`src/rtl/up_down_counter_mod_pkg.sv`:
```
// up_down_counter_mod_pkg: direction and end-of-range mode constants shared by counter designs
package up_down_counter_mod_pkg;
  localparam logic DIR_UP = 1'b1;
  localparam logic DIR_DOWN = 1'b0;
  localparam int MODE_WRAP = 0;
  localparam int MODE_SAT = 1;
endpackage

```
`src/rtl/dff_sr_w.sv`:
```
// dff_sr_w: WIDTH-bit D register with synchronous active-high reset to zero
module dff_sr_w #(
  parameter int WIDTH = 1
) (
  input  logic             clk,
  input  logic             rst,
  input  logic [WIDTH-1:0] d,
  output logic [WIDTH-1:0] q
);
  always_ff @(posedge clk)
    q <= rst ? '0 : d;
endmodule

```
`src/rtl/up_down_counter_mod.sv`:
```
// up_down_counter_mod: modulo-N up/down counter with enable, clamped load, optional saturation,
// combinational terminal count and registered wrap pulse
module up_down_counter_mod
  import up_down_counter_mod_pkg::*;
#(
  parameter int WIDTH = 3,
  parameter int MODULUS = 8,
  parameter int SATURATE = MODE_WRAP
) (
  input  logic             clk,
  input  logic             rst,
  input  logic             en,
  input  logic             up,
  input  logic             load,
  input  logic [WIDTH-1:0] load_val,
  output logic [WIDTH-1:0] count,
  output logic             tc,
  output logic             wrap
);
  localparam logic [WIDTH-1:0] MAX = WIDTH'(MODULUS - 1);
  localparam logic SAT = (SATURATE == MODE_SAT);
  if (MODULUS < 2 || MODULUS > 2 ** WIDTH) begin : g_bad_modulus
    $error("up_down_counter_mod: MODULUS %0d outside 2..2**WIDTH", MODULUS);
  end
  logic             at_end;
  logic [WIDTH-1:0] count_d;
  logic             wrap_d;
  always_comb begin
    at_end = (up == DIR_UP) ? (count == MAX) : (count == '0);
    tc = en & at_end;
    count_d = load ? ((load_val > MAX) ? MAX : load_val)
            : !en ? count
            : !at_end ? ((up == DIR_UP) ? count + WIDTH'(1) : count - WIDTH'(1))
            : SAT ? count
            : (up == DIR_UP) ? '0 : MAX;
    // wrap only when a range end is crossed, never on load or in saturating mode
    wrap_d = !load & tc & !SAT;
  end
  dff_sr_w #(.WIDTH(WIDTH)) u_count (.clk(clk), .rst(rst), .d(count_d), .q(count));
  dff_sr_w #(.WIDTH(1)) u_wrap (.clk(clk), .rst(rst), .d(wrap_d), .q(wrap));
endmodule
```
`config.mk`:
```
export PLATFORM = sky130hd
export DESIGN_NAME = up_down_counter_mod
export DESIGN_NICKNAME = d
export VERILOG_FILES = /design/src/rtl/up_down_counter_mod_pkg.sv /design/src/rtl/dff_sr_w.sv /design/src/rtl/up_down_counter_mod.sv
export SDC_FILE = /design/constraint.sdc
export NUM_CORES = 1
export LEC_CHECK = 0
export BUFFER_PORTS_ARGS = -buffer_cell sky130_fd_sc_hd__buf_2
export CAP_MARGIN = 20
export CELL_PAD_IN_SITES_DETAIL_PLACEMENT = 1
export CELL_PAD_IN_SITES_GLOBAL_PLACEMENT = 2
export CORE_AREA = 5 5 42 44
export DETAILED_ROUTE_END_ITERATION = 8
export DIE_AREA = 0 0 47 49
export GPL_TIMING_DRIVEN = 0
export PLACE_DENSITY_LB_ADDON = 0.1
export RECOVER_POWER = 25
export SYNTH_ARGS = -nofsm -noshare
export SYNTH_HDL_FRONTEND = slang
export SYNTH_HIERARCHICAL = 1
export SYNTH_SLANG_ARGS = --single-unit
export TNS_END_PERCENT = 100
```
`constraint.sdc`:
```
create_clock -name clk -period 1.85 [get_ports clk]
set_input_delay 0.185 -clock clk [delete_from_list [all_inputs] [get_ports clk]]
set_output_delay 0.185 -clock clk [all_outputs]
set_load 0.01 [all_outputs]
```
==> results.toml <==
[synthesis]
yosys.area_share.simple_pct = 29.3
syn_avg_cell_area_um2 = 8.28
synth-adder-area-share_pct = 7.11
synth_area_leaders = "sky130_fd_sc_hd__dfxtp_1, sky130_fd_sc_hd__a21oi_1, sky130_fd_sc_hd__fa_1"
synth_top_cell_area_share_pct = 28.4
synth_cell_types = 21
largest_family_of_logic_cells_by_synthesized_area = "simple AND/OR/NAND/NOR gates"
fraction_of_the_mapped_netlist_area_in_compound_gates_pct = 26.2
synth_area_um2 = 282
fraction_of_the_yosys_area_taken_by_sequential_cells_pct = 28.4
warnings_from_yosys = 6
syn-instance-count = 34
post-synth-top-area-cell = "sky130_fd_sc_hd__dfxtp_1"
postSynthRegisterBits = 4
synthesized_net_count = 43
synthMuxAreaShare_pct = 0
synth_xor_xnor_area_share_pct = 6.22

[power_and_ir_drop]
sw_share_pct = 29.2
p_leak_nw = 0.166
combinationalPowerShare_pct = 24.4
power.share.clock_pct = 38.8
net-switching-power_w = 0.0000817
sequentialPowerShare_pct = 36.8
pwr_density_cell_nw_per_um2 = 733
power_report.internal_total_w = 0.000198
ir_drop_worst_case_vdd_v = 0.000146

[clock_tree]
cts_setup_buffers = 0
cts_max_path_buffers = 2
tritoncts = "built"
post_cts_resized = 0
clkTransAtPathRegs_ps = 40
clk_latency_worst_skew_pair_ps = 240
cts_made_buffers = 3
post_cts_hold_buffer_count = 0
cts.htree.levels = 1
cts_num_sinks = 4
ctsRootBufferMaster = "sky130_fd_sc_hd__clkbuf_4"

[sta]
report.final.hold_viol_count = 0
fmax_ghz = 0.602
share_of_the_cycle_needed_by_the_critical_path_after_routing_pct = 89.8
period_needed_ps = 1660
worst_slew_margin_rel_pct = 77.1
tightest_slew_ps = 342
clock-skew-final_ps = 4.69
grt_setup_unrepaired = "false"
timing.final.setup_violations = 0
timing.hold.ws_ps = 179
slew_violations = 0
fin_setup_tns_ps = 0

[setup_path]
setup.worst_path.start_class = "flip-flop"
arrival_ps = 1780
critical_path.endpoint_type = "flip-flop"
critical_path_required_ps = 1970
ordered_list_of_cells_on_the_worst_path = "fa_1 > o21a_1 > a22oi_1 > o31ai_1 > nor2b_1"
crit_type = "reg2reg"
crit_slowest_cell = "sky130_fd_sc_hd__fa_1"
crit_path_max_fanout = 7
timing.critical_path.max_delay_family = "compound AO/OA/AOI/OAI gates"
cp.buffers_inverters = 0
slowest_delay_ps = 490

[floorplanning]
top_level_ports = 13
floorplan.initialDensity_pct = 20.1
dieWidth_um = 47
die-area_um2 = 2300
die_y_um = 49
rows = 14
core_um2 = 1400

[drt]
detail_route.first_pass.iterations = 4
drt.antenna.violating_nets = 0
starting_drc_count_in_detailed_routing = 2
num_vias = 301
avgViaCountPerCell = 4.63
wl_um = 827
wl_per_cell_um = 12.7
drc = 0

[flow_run]
cap_viol_max_count = 0

[placed_design]
buffer_ports.inserted = 12
finalWeightedCongestion = 0.769
dpl.hpwl_um = 642
placed_area_um2 = 362

[global_routing]
grt_antenna_before_repair = 0
grt_pass1_wl_um = 1400
via_count_of_the_first_global_routing_pass = 323
grt_max_degree = 9
global_route.overflow_total = 0
grt_use_total_pct = 9.08

[hold_path]
hp-class = "in2reg"

[finish]
area_growth_syn_to_layout_pct = 35.6
antenna_cells_inserted = 0
final_util_pct = 27.2
drive_above_1_share_pct = 32.7
filler_cell_count_in_the_final_layout = 185
stdcell_area_um2 = 382
final_net_count = 60

[outcome]
outcome = "complete, no violations"
## power by group through the flow
stage	clock network (W)	logic [W]	registers (W)
2_1_floorplan	0	0.0000388	0.000105
3_3_place_gp	0	0.0000683	0.000104
3_5_place_dp	0	0.0000696	0.000104
4_1_cts	0.000115	0.0000701	0.000103
5_1_grt	0.000117	0.0000765	0.000105
6_report	0.000109	0.0000682	0.000103
## per-stage QoR
stage	instances	setup WS [ps]	total power, W
2_1_floorplan	34	332	0.000143
3_3_place_gp	62	218	0.000173
3_5_place_dp	62	158	0.000174
4_1_cts	65	176	0.000289
5_1_grt	65	96.3	0.000298
6_report	65	188	0.000280
## area by class of cell
cell class	instances	area, um^2	area share (%)
Multi-Input combinational cell	28	194	50.8
Sequential cell	4	80.1	21.0
Timing Repair Buffer	12	57.6	15.1
Clock buffer	3	22.5	5.90
Tap cell	16	20.0	5.25
Inverter	2	7.51	1.97
## state kept, by name (all words and copies together) (netlist names)
signal and cells:
u_count/q 3, u_wrap/q 1
## synth_stat cells
cell / number
sky130_fd_sc_hd__nand2b_1: 1
sky130_fd_sc_hd__inv_1: 2
sky130_fd_sc_hd__a22oi_1: 1
sky130_fd_sc_hd__xor2_1: 1
sky130_fd_sc_hd__fa_1: 1
sky130_fd_sc_hd__xnor2_1: 1
sky130_fd_sc_hd__o21ai_0: 2
sky130_fd_sc_hd__nor2b_4: 1
sky130_fd_sc_hd__nor2_1: 3
sky130_fd_sc_hd__dfxtp_1: 4
sky130_fd_sc_hd__nor2b_1: 3
sky130_fd_sc_hd__nor3_1: 2
sky130_fd_sc_hd__o31ai_1: 1
sky130_fd_sc_hd__a21oi_1: 4
sky130_fd_sc_hd__nand2_1: 1
sky130_fd_sc_hd__and2b_1: 1
sky130_fd_sc_hd__o211ai_2: 1
sky130_fd_sc_hd__nand3_1: 1
sky130_fd_sc_hd__nor4_1: 1
sky130_fd_sc_hd__o21a_1: 1
sky130_fd_sc_hd__o21a_2: 1
## worst paths after layout
kind	cells past startpoint	slack, ps	from	to
worst min-delay path	2	180	rst	u_wrap/q$_SDFF_PP0_
worst max register to register	5	190	u_count/q[0]$_SDFF_PP0_	u_count/q[2]$_SDFF_PP0_
worst min register to register	3	810	u_count/q[2]$_SDFF_PP0_	u_count/q[2]$_SDFF_PP0_
worst max-delay path	5	190	u_count/q[0]$_SDFF_PP0_	u_count/q[2]$_SDFF_PP0_
## cell families (layout without fill, tap and decap cells)
| group | after synthesis | count (layout) |
|---|---|---|
| AOI/OAI and AO/OA | 11 | 11 |
| buffers and inverters | 2 | 17 |
| DFF | 4 | 4 |
| and+or+nand+nor | 14 | 14 |
| xor gates and xnor gates | 2 | 2 |
| adders and majority gates | 1 | 1 |
## worst register-to-register path, cell delays in order, from the launching register on
cell and delay, ps:
sky130_fd_sc_hd__dfxtp_1 400, sky130_fd_sc_hd__fa_1 490, sky130_fd_sc_hd__o21a_1 200, sky130_fd_sc_hd__a22oi_1 210
sky130_fd_sc_hd__o31ai_1 110, sky130_fd_sc_hd__nor2b_1 130
## per-layer routing
| layer | vias up | track usage [%] | part of all wire [%] |
|---|---|---|---|
| met4 | 0 | 11.1 | 6.0 |
| met2 | 10 | 13.6 | 50 |
| met3 | 4 | 1.11 | 4.1 |
| met5 | - | 0 | 0 |
| met1 | 138 | 9.21 | 40 |
| li1 | 149 | - | - |
## cells in the final DEF, fill, tap and decap left out, drive strengths merged
master and count:
and2b 1, fa 1, nor2b 4, a21oi 4
buf 10, xor2 1, clkbuf 5, nand2b 1
o31ai 1, inv 2, nand3 1, o211ai 1
xnor2 1, nor4 1, o21a 2, a22oi 1
dfxtp 4, nor3 2, o21ai 2, nand2 1
nor2 3
(Power assumes the default switching activity.)
